`src/rtl/interlacer.sv`:
```
// interlacer: progressive-to-interlaced converter.
// Takes progressive frames on an Avalon-ST sink and emits one field per frame on an
// Avalon-ST source. The field alternates even lines, then odd lines, frame by frame.
// Output framing comes from the pixel/line counters. din_endofpacket is only used to
// detect framing errors and to close a frame early.
module interlacer #(
    parameter int DATA_WIDTH  = 24,
    parameter int LINE_WIDTH  = 1024,
    parameter int FRAME_LINES = 576
) (
    input  logic                  clock,
    input  logic                  reset,
    input  logic [DATA_WIDTH-1:0] din_data,
    input  logic                  din_valid,
    output logic                  din_ready,
    input  logic                  din_startofpacket,
    input  logic                  din_endofpacket,
    output logic [DATA_WIDTH-1:0] dout_data,
    output logic                  dout_valid,
    input  logic                  dout_ready,
    output logic                  dout_startofpacket,
    output logic                  dout_endofpacket,
    output logic                  field_parity,
    output logic                  frame_err
);

    localparam int PIX_W  = $clog2(LINE_WIDTH);
    localparam int LINE_W = $clog2(FRAME_LINES);

    localparam logic [PIX_W-1:0]  PIX_LAST       = PIX_W'(LINE_WIDTH - 1);
    localparam logic [LINE_W-1:0] LINE_LAST      = LINE_W'(FRAME_LINES - 1);
    localparam logic [LINE_W-1:0] LINE_EVEN_LAST = LINE_W'(FRAME_LINES - 2);

    typedef enum logic [1:0] {
        WAIT_SOP,
        KEEP,
        DROP
    } state_t;

    // Control registers
    state_t              state_q,    state_d;
    logic [PIX_W-1:0]    pix_cnt_q,  pix_cnt_d;
    logic [LINE_W-1:0]   line_cnt_q, line_cnt_d;
    logic                parity_q,   parity_d;
    logic                frame_err_q, frame_err_d;

    // Output stage registers
    logic [DATA_WIDTH-1:0] dout_data_q,  dout_data_d;
    logic                  dout_valid_q, dout_valid_d;
    logic                  dout_sop_q,   dout_sop_d;
    logic                  dout_eop_q,   dout_eop_d;
    logic                  field_par_q,  field_par_d;

    // Decode of the beat currently offered on the sink
    logic                out_stall;
    logic                in_frame;
    logic                restart;
    logic                eff_par;
    logic [PIX_W-1:0]    eff_pix;
    logic [LINE_W-1:0]   eff_line;
    logic                keep_beat;
    logic                accept;
    logic                at_line_end;
    logic                at_frame_end;
    logic                close_frame;
    logic                err_beat;
    logic                out_sop;
    logic                out_eop;
    logic [PIX_W-1:0]    pix_nxt;
    logic [LINE_W-1:0]   line_nxt;

    // Work out where the offered beat lands in the frame and whether it is kept.
    // A sop seen mid-frame restarts at (0,0) under the flipped parity, so every
    // decision below uses the effective position and parity, not the raw counters.
    // Ready is withheld only when the beat would be kept while the output register
    // is stalled. That keeps dropped lines and discarded pre-sop beats flowing, and it
    // also protects a stalled beat from being overwritten by a keeping sop.
    always_comb begin
        out_stall = dout_valid_q && !dout_ready;
        in_frame  = (state_q != WAIT_SOP) || din_startofpacket;
        restart   = (state_q != WAIT_SOP) && din_startofpacket &&
                    ((pix_cnt_q != '0) || (line_cnt_q != '0));
        eff_par   = restart ? ~parity_q : parity_q;
        if ((state_q == WAIT_SOP) || restart) begin
            eff_pix  = '0;
            eff_line = '0;
        end else begin
            eff_pix  = pix_cnt_q;
            eff_line = line_cnt_q;
        end
        keep_beat    = in_frame && (eff_line[0] == eff_par);
        din_ready    = !(out_stall && keep_beat);
        accept       = din_valid && din_ready;
        at_line_end  = (eff_pix == PIX_LAST);
        at_frame_end = at_line_end && (eff_line == LINE_LAST);
        close_frame  = at_frame_end || din_endofpacket;
        err_beat     = in_frame && (restart || (at_frame_end != din_endofpacket));
        out_sop      = (eff_pix == '0) && (eff_line == LINE_W'(eff_par));
        out_eop      = din_endofpacket ||
                       (at_line_end && (eff_line == (eff_par ? LINE_LAST : LINE_EVEN_LAST)));
        pix_nxt      = at_line_end ? '0 : eff_pix + PIX_W'(1);
        line_nxt     = at_line_end ? eff_line + LINE_W'(1) : eff_line;
    end

    // Next-state for the frame tracker and the output stage.
    always_comb begin
        // NOTE: every variable gets its hold value first so no path infers a latch.
        state_d      = state_q;
        pix_cnt_d    = pix_cnt_q;
        line_cnt_d   = line_cnt_q;
        parity_d     = parity_q;
        frame_err_d  = accept && err_beat;
        dout_data_d  = dout_data_q;
        dout_valid_d = dout_valid_q;
        dout_sop_d   = dout_sop_q;
        dout_eop_d   = dout_eop_q;
        field_par_d  = field_par_q;

        if (accept && in_frame) begin
            if (close_frame) begin
                state_d    = WAIT_SOP;
                pix_cnt_d  = '0;
                line_cnt_d = '0;
                parity_d   = ~eff_par;
            end else begin
                state_d    = (line_nxt[0] == eff_par) ? KEEP : DROP;
                pix_cnt_d  = pix_nxt;
                line_cnt_d = line_nxt;
                parity_d   = eff_par;
            end
        end

        if (accept && keep_beat) begin
            dout_valid_d = 1'b1;
            dout_data_d  = din_data;
            dout_sop_d   = out_sop;
            dout_eop_d   = out_eop;
            field_par_d  = eff_par;
        end else if (dout_ready) begin
            dout_valid_d = 1'b0;
        end
    end

    // Frame tracker: state, position counters, field parity and the error pulse.
    always_ff @(posedge clock or negedge reset) begin
        if (!reset) begin
            state_q     <= WAIT_SOP;
            pix_cnt_q   <= '0;
            line_cnt_q  <= '0;
            parity_q    <= 1'b0;
            frame_err_q <= 1'b0;
        end else begin
            // NOTE: non-blocking so every register samples pre-edge values.
            state_q     <= state_d;
            pix_cnt_q   <= pix_cnt_d;
            line_cnt_q  <= line_cnt_d;
            parity_q    <= parity_d;
            frame_err_q <= frame_err_d;
        end
    end

    // Single output register stage; holds while the sink downstream stalls.
    always_ff @(posedge clock or negedge reset) begin
        if (!reset) begin
            dout_data_q  <= '0;
            dout_valid_q <= 1'b0;
            dout_sop_q   <= 1'b0;
            dout_eop_q   <= 1'b0;
            field_par_q  <= 1'b0;
        end else begin
            dout_data_q  <= dout_data_d;
            dout_valid_q <= dout_valid_d;
            dout_sop_q   <= dout_sop_d;
            dout_eop_q   <= dout_eop_d;
            field_par_q  <= field_par_d;
        end
    end

    assign dout_data          = dout_data_q;
    assign dout_valid         = dout_valid_q;
    assign dout_startofpacket = dout_sop_q;
    assign dout_endofpacket   = dout_eop_q;
    assign field_parity       = field_par_q;
    assign frame_err          = frame_err_q;

endmodule
```
`config.mk`:
```
export PLATFORM = sky130hd
export DESIGN_NAME = interlacer
export DESIGN_NICKNAME = d
export VERILOG_FILES = /design/src/rtl/interlacer.sv
export SDC_FILE = /design/constraint.sdc
export NUM_CORES = 1
export LEC_CHECK = 0
export CORE_UTILIZATION = 52
export CTS_BUF_LIST = sky130_fd_sc_hd__clkbuf_8
export CTS_CLUSTER_SIZE = 24
export DETAILED_ROUTE_END_ITERATION = 10
export GPL_TIMING_DRIVEN = 0
export HOLD_SLACK_MARGIN = 0.1
export PLACE_DENSITY = 0.8
export SLEW_MARGIN = 40
export SYNTH_ARGS = -nofsm -noshare
export SYNTH_HDL_FRONTEND = slang
export SYNTH_SLANG_ARGS = --single-unit
```
`constraint.sdc`:
```
create_clock -name clock -period 4.73 [get_ports clock]
set_clock_uncertainty 0.05 [all_clocks]
set_input_delay 0.946 -clock clock [delete_from_list [all_inputs] [get_ports clock]]
set_output_delay 0.946 -clock clock [all_outputs]
set_load 0.02 [all_outputs]
```
; Yosys cells after proc, flatten, opt, wreduce, memory -nomap -nowiden
; Index checks and enable logic that the tools add are counted.
; Widths: inputs -> output; s select.
[op_classes]
add_sub_neg = 2
n_eq_ne = 7
mux = 13
bitwise_logic = 2
reduce_logical = 27
[op_table]
columns = operator, n
row1 = $mux 10, 6
row2 = $add 10x1->10 const B, 2
row3 = $eq 10x10->1 const B, 2
row4 = $reduce_bool 10->1, 2
row5 = $logic_and 1x1->1, 13
row6 = $eq 10x1->1, 1
row7 = $eq 10x10->1, 1
row8 = $logic_not 10->1, 1
row9 = $logic_or 1x1->1, 6
row10 = $mux 1, 5
row11 = $mux 2, 2
row12 = $reduce_bool 2->1, 2
row13 = $eq 1x1->1, 2
row14 = $logic_not 1->1, 2
row15 = $logic_not 2->1, 1
row16 = $not 1->1, 2
row17 = $ne 1x1->1, 1
[word_totals]
regBits = 52
inputBits = 30
output_inout_bits = 30
elab_cells = 61

; Longest topological paths before layout
; Gate-level depths: netlist (run 1).
[logic_depth]
depth_word = 12
depth_mapped = 20
depth_no_buf = 15

; Least setup slack after synthesis (run 1)
; No wires, ideal clock.
[synth_path]
path_kind = reg2reg
startpoint = register pix_cnt_q[0]
endpoint = register pix_cnt_q[3]
arrival_time_ps = 4011
required_time_ps = 4560
setup_slack_ps = 549
stages_incl_launch_ff = 19
n_path_buf = 3
path_cell_list = dfrtp_1 > or4_4 > or3_1 > o22ai_1 > buf_4 > buf_4 > and2_1 > ha_1 > and4_1 > nand2_1 > nor3_1 > nand3_1 > ha_1 > buf_2 > nand3b_1 > o31a_1 > nor4_1 > mux2_2 > a31o_2
[synth_between]
elab_chain_len = 11
word_cells_on_any_way = 20
[synth_lines]
columns = item, line_no
row1 = from (decl), 42  ; logic [PIX_W-1:0] pix_cnt_q, pix_cnt_d;
row2 = from (signal assigned), 155  ; pix_cnt_q <= pix_cnt_d;
row3 = "parallel branches: the longest is 11 deep, another holds $add 10x1->10", n/a
; Parallel ways; which one is timed is not known.
; A chain may end at the register's enable or synchronous reset.

; Final worst setup path (run 1)
[layout_path]
startpoint = register pix_cnt_q[0]
endpoint = register dout_eop_q, in the netlist dout_endofpacket
[layout_between]
elab_chain_len = 11
word_cells_on_any_way = 18
[layout_lines]
columns = item, line_no
row1 = "parallel branches: the longest is 11 deep, another holds $reduce_bool 10->1", n/a
row2 = to (signal assigned), 174  ; dout_eop_q <= dout_eop_d;
row3 = to (decl), 51  ; logic dout_eop_q, dout_eop_d;
; Parallel ways; which one is timed is not known.

==> results.toml, run 1 <==
[critical_path]
critPathBufInv = 2
crit_slowest_cell = "nor2_1"
required_ns = 4.94
critPathKind = "reg -> reg"
crit_family = "simple AND/OR/NAND/NOR gates"
path_cells = "or4_4, or3_1, o22ai_1, buf_4, buf_4, and2_1, ha_1, and4_4, nand2_1, nor2_1, nand2_1, o41ai_1, mux2_2"
slowest_delay_ns = 0.61
cp_data_arrival_time_ns = 4.70
cp_max_fo = 10
setup.worst_path.start_class = "flip-flop"
cp-end-kind = "flip-flop"

[final_layout]
fin_util = 0.7326
diodes = 0
fin_nets = 365
stdcell_area_um2 = 3552
drive_gt1_frac = 0.1928
syn_to_final_growth_pct = 32.35

[sta]
min_period_over_period = 0.9489
period_minus_slack_ns = 4.488
final-hold-violation-count = 0
whs_ns = 0.4473
maxSlewHeadroom = 0.5151
setup_violations = 0
max_freq_mhz = 222.8
slew_violations = 0
tightest_slew_ns = 0.7247

[floorplanning]
die_x_um = 73.84
core-area_um2 = 4848
start_util = 0.5535
dieArea_um2 = 5452
fp.dieH_um = 73.84
pin_count = 60
row_count = 25

[placed_design]
dpl.hpwl_mm = 4.731
io_buffers = 58
place.gp.congestion = 0.8535
postPlaceCellArea_um2 = 3366

[detailed_routing]
post-route-drc-count = 0
vias = 2356
wire_per_inst_um = 16.87
drt-pass1-iter-count = 5
drtIter0Drc = 211
viasPerCell = 5.905
ant_nets = 0
routed_wl_mm = 6.733

[synth]
synth.most_common_cell = "dfrtp_1"
yosysTopAreaCellShare = 0.4848
synthTopCellsByArea = "dfrtp_1, mux2_2, o21ai_0"
yosys.area.top_type = "dfrtp_1"
synthDistinctLibCells = 51
synthArstFlopShare = 1.000
syn_inst = 257
syn_area_per_cell_um2 = 10.44
ys_warn_count = 0
seq_area_frac_synth = 0.4848
synth_edf_count = 0
synth-seq-cells = 52
syn-num-nets = 291
synth_ff_type = "dfrtp_1"
synthesis.area_um2 = 2684
synth_common_cells = "dfrtp_1, mux2_2, o21ai_0, nand2_1, nor2_1"

[clock_network]
cts-root-buf = "clkbuf_8"
cts_tree = "yes"
cts-buffers-inserted = 5
clock-sinks = 52
insertion_delay_ns = 0.31
clk_path_buf_depth = 2
cts_hold_buf = 0
clk_pin_slew_ns = 0.10
ctsHtreeMaxLevel = 2

[min_path]
hold_path_class = "reg -> reg"

[power_and_ir_drop]
powerDensity_nw_per_um2 = 569.2
p_leak_nw = 1.501
ir_drop_mv = 0.4086

[grt]
antenna_found_initial = 0
overflow = 0
grt_usage = 0.2603
grt_pass1_wl_mm = 10.49
grt_max_degree = 29
first_global_vias = 2270

[outcome]
outcome = "completed"

[run]
drv_cap = 0
-- worst paths after layout --
kind	from	endpoint	slack, ns	cells past startpoint
max	pix_cnt_q[0]$_DFFE_PN0P_	dout_endofpacket$_DFFE_PN0P_	0.24	13
min	dout_startofpacket$_DFFE_PN0P_	dout_startofpacket$_DFFE_PN0P_	0.45	2
max reg2reg	pix_cnt_q[0]$_DFFE_PN0P_	dout_endofpacket$_DFFE_PN0P_	0.24	13
min reg2reg	dout_startofpacket$_DFFE_PN0P_	dout_startofpacket$_DFFE_PN0P_	0.45	2
max in group asynchronous	reset	line_cnt_q[6]$_DFFE_PN0P_	3.70	2
min in group asynchronous	reset	dout_data[0]$_DFFE_PN0P_	0.47	1
-- layout make-up --
class	instances	area, um^2
Sequential cell	52	1303
Multi-Input combinational cell	185	1297
Fill cell	356	1296
Timing Repair Buffer	67	658.1
Tap cell	67	83.83
Clock buffer	5	68.82
Buffer	12	68.82
Clock inverter	3	42.54
Inverter	8	30.03
-- registers in the layout, summed over array words and instances (netlist names) --
signal and count:
dout_data 24, line_cnt_q 10, pix_cnt_q 10, state_q 2
dout_endofpacket 1, dout_startofpacket 1, dout_valid 1, field_parity 1
frame_err 1, parity_q 1
-- per-stage QoR --
step           worst slack, ns  cells  total power (W)  TNS [ns]
6_report                0.2417    399         0.002022         0
5_1_grt               -0.01501    399         0.002135  -0.02040
4_1_cts               0.007184    391         0.001986         0
3_5_place_dp          -0.05123    383         0.001674   -0.1068
3_3_place_gp           0.01796    382         0.001642         0
2_1_floorplan           0.5491    257         0.001268         0
-- where the power goes --
part / internal (W) / switching, W
Sequential: 0.000586 / 0.0000780
Clock: 0.000158 / 0.000155
Combinational: 0.000511 / 0.000533
-- worst register-to-register path, delay by kind of cell, from the launching register on --
family / cells / cell delay, ns
and+or+nand+nor: 7 / 2.29
AOI/OAI and AO/OA: 2 / 0.78
muxes: 1 / 0.27
buffers and inverters: 2 / 0.38
adders and majority gates: 1 / 0.22
DFF: 1 / 0.44
-- per-layer routing --
| layer | share of wire | up-vias | track usage | wire (um) |
|---|---|---|---|---|
| li1 | - | 1100 | - | - |
| met1 | 0.42 | 1159 | 0.3393 | 2830 |
| met2 | 0.52 | 84 | 0.4271 | 3479 |
| met3 | 0.049 | 13 | 0.04664 | 333 |
| met4 | 0.013 | 0 | 0.1090 | 90 |
| met5 | 0 | - | 0 | 0 |
-- cell usage in the layout, fill, tap and decap left out, types with 3 or more instances in the layout --
master           count
and3_1               5
ha_1                 4
clkdlybuf4s50_1     57
nor3_1               4
o21ai_0             24
inv_1                9
nand2_1             23
nand3_1              8
nor2_1              11
mux2_2              25
o22ai_1              3
buf_4               11
buf_2                7
clkbuf_8             5
nor4_1               4
o31ai_1              8
dfrtp_1             51
and2_1               5
nand4_1              8
nand2b_1             3
a21oi_1              8
-- what timing repair did --
| item | in CTS | in global routing |
|---|---|---|
| buffers inserted | 0 | 8 |
| cloned | 0 | 0 |
| resized for setup | 1 | 4 |
| setup endpoints to repair | 15 | 17 |
| pin swaps | 0 | 2 |
-- kinds of logic (layout without fill, tap and decap cells) --
kind of cell             count (synthesis)  count (layout)  synth area share
flip-flops                              52              52            0.4848
AND/OR/NAND/NOR                         90              90            0.1897
AO/OA/AOI/OAI                           60              60            0.1427
buffers and inverters                   20              95           0.03683
multiplexers                            27              27            0.1142
XOR/XNOR                                 4               4           0.01306
adder cells (fa/ha/maj)                  4               4           0.01865
Note: power is estimated with default switching activity, not from simulation.
==> inputs of run 2 (changes only) <==
--- a/config.mk
+++ b/config.mk
@@ -11,3 +11,2 @@
 export DETAILED_ROUTE_END_ITERATION = 10
-export GPL_TIMING_DRIVEN = 0
 export HOLD_SLACK_MARGIN = 0.1
--- a/constraint.sdc
+++ b/constraint.sdc
@@ -4,2 +4,2 @@
 set_output_delay 0.946 -clock clock [all_outputs]
-set_load 0.02 [all_outputs]
+set_load 0.1 [all_outputs]
==> run 2 against run 1 <==
  * Critical path depth is 2 higher
  * Maximum frequency is 4.5% higher
  * Count of clock-buffer cells in the layout stayed put
  * Core utilization is 5.0 points lower
  * Via count is 3.2% lower
  * Die area stayed put
  * Register-to-register slack better by 0.19 ns
  * Sequential cell count stayed put
  * Routed wire length is 4.7% lower
  * First-iteration DRC count is 2.4% higher
  * Critical endpoint is now pix_cnt_q[3]$_DFFE_PN0P_
  * Largest cell class unchanged
==> results.toml, run 2 (synthesis gave the netlist of run 1 again) <==
[outcome]
outcome = "completed"

[sta]
setup_violations = 0
min_period_over_period = 0.9084
rsz0062_at_grt = "false"
period_minus_slack_ns = 4.297
finalSetupTns_ns = 0
tightest_slew_ns = 0.6605
slew_violations = 0
final-hold-violation-count = 0
worst_slack_ns = 0.4331
max_freq_mhz = 232.7
maxSlewHeadroom = 0.5597

[critical_path]
cp_data_arrival_time_ns = 4.45
slowest_delay_ns = 0.59
required_ns = 4.88
critPathKind = "reg -> reg"
cp-end-kind = "flip-flop"
cpMostUsedCell = "ha_1"
cp_max_fo = 11
crit_slowest_cell = "or4_4"
setup.worst_path.start_class = "flip-flop"
path_cells = "or4_4, or3_1, o22ai_1, and2_1, ha_1, and4_1, nand2_1, nor3_1, nand3_1, ha_1, nand3b_1, o31a_1, nor4_1, mux2_2, a31o_2"

[final_layout]
diodes = 0
layout_commonest_cell = "dfrtp_1"
drive_gt1_frac = 0.2570
stdcell_area_um2 = 3311
fin_nets = 356
syn_to_final_growth_pct = 23.36
fin_util = 0.6828
fill_cells = 404
layout_common_cells = "dfrtp_1, buf_2, clkdlybuf4s50_1"
largest_register_ffs = 24

[detailed_routing]
post-route-drc-count = 0
vias = 2280
routed_wl_mm = 6.416
drt-pass1-iter-count = 5
viasPerCell = 5.846
wire_per_inst_um = 16.45
drtIter0Drc = 216
ant_nets = 0

[placed_design]
dpl.hpwl_mm = 4.585
post-place-ws_ns = 0.2585
io_buffers = 59
place.gp.congestion = 0.8999
postPlaceCellArea_um2 = 3214

[grt]
grt_max_degree = 53
grt_usage = 0.2521
overflow = 0
first_global_vias = 2141
grt_pass1_wl_mm = 10.33
antenna_found_initial = 0

[clock_network]
cts-buffers-inserted = 5
cts_tree = "yes"
insertion_delay_ns = 0.32
clk_path_buf_depth = 2
clock-sinks = 52
ctsHtreeMaxLevel = 2
clk_pin_slew_ns = 0.10
cts-resized-gates = 0
cts-root-buf = "clkbuf_8"
cts_hold_buf = 0

[run]
drv_cap = 0

[floorplanning]
die_x_um = 73.84
pin_count = 60
row_count = 25
start_util = 0.5535
core-area_um2 = 4848
dieArea_um2 = 5452
fp.dieH_um = 73.84

[min_path]
hold_path_class = "reg -> reg"
==> run 2: cell types whose count changed in the layout (fill, tap and decap cells not counted), sizes merged <==
cell	delta
clkdlybuf4s50	-29
buf	+22
clkbuf	-2
bufinv	-1
clkinv	+1
clkinvlp	+1
inv	-1
==> run 2: cell type report <==
type                    count  area (um^2)  share of cell area
flip-flops and latches     52         1301              0.3930
multi-input cells         185         1284              0.3878
repair buffers             70        523.0              0.1580
well taps                  67        83.83             0.02532
clock buffers               5        68.82             0.02079
inverters                   8        30.03            0.009070
clock inverters             3        20.02            0.006047
==> run 2: worst max-delay path: cells and delay by family, from the launching register on <==
| kind | cells | cell delay (ns) |
|---|---|---|
| flip-flops | 1 | 0.45 |
| multiplexers | 1 | 0.27 |
| AND/OR/NAND/NOR | 9 | 2.16 |
| AO/OA/AOI/OAI | 3 | 0.69 |
| adder cells (fa/ha/maj) | 2 | 0.57 |
==> run 2: through the flow <==
step	instances	hold WS [ns]
6_report	390	0.4444
5_1_grt	390	0.4737
4_1_cts	389	0.4475
3_5_place_dp	381	0.4230
3_3_place_gp	381	0.4189
2_1_floorplan	257	0.4095
==> run 2: layer usage <==
layer	track usage	vias up	part of all wire
met5	0	-	0
met4	0.07906	0	0.013
met3	0.03429	8	0.059
met2	0.4179	86	0.50
met1	0.3428	1112	0.42
li1	-	1074	-
==> run 2: worst paths after layout <==
check                                         startpoint                   endpoint  slack, ns  cells after the start
worst max-delay path            pix_cnt_q[0]$_DFFE_PN0P_   pix_cnt_q[3]$_DFFE_PN0P_       0.43                     15
worst max register to register  pix_cnt_q[0]$_DFFE_PN0P_   pix_cnt_q[3]$_DFFE_PN0P_       0.43                     15
max in group asynchronous                          reset  line_cnt_q[3]$_DFFE_PN0P_       3.58                      1
worst min register to register  field_parity$_DFFE_PN0P_   field_parity$_DFFE_PN0P_       0.44                      2
worst min-delay path            field_parity$_DFFE_PN0P_   field_parity$_DFFE_PN0P_       0.44                      2
min in group asynchronous                          reset   pix_cnt_q[5]$_DFFE_PN0P_       0.61                      1
==> run 2: repair_timing <==
action	4_1_cts	5_1_grt
endpoints found under the hold margin	0	0
setup buffers	0	1
endpoints found under the setup margin	0	3
Power of run 2 is left out: the tool's default activity adds up to more than one toggle a clock period on the data nets, which glitch-free logic cannot reach.
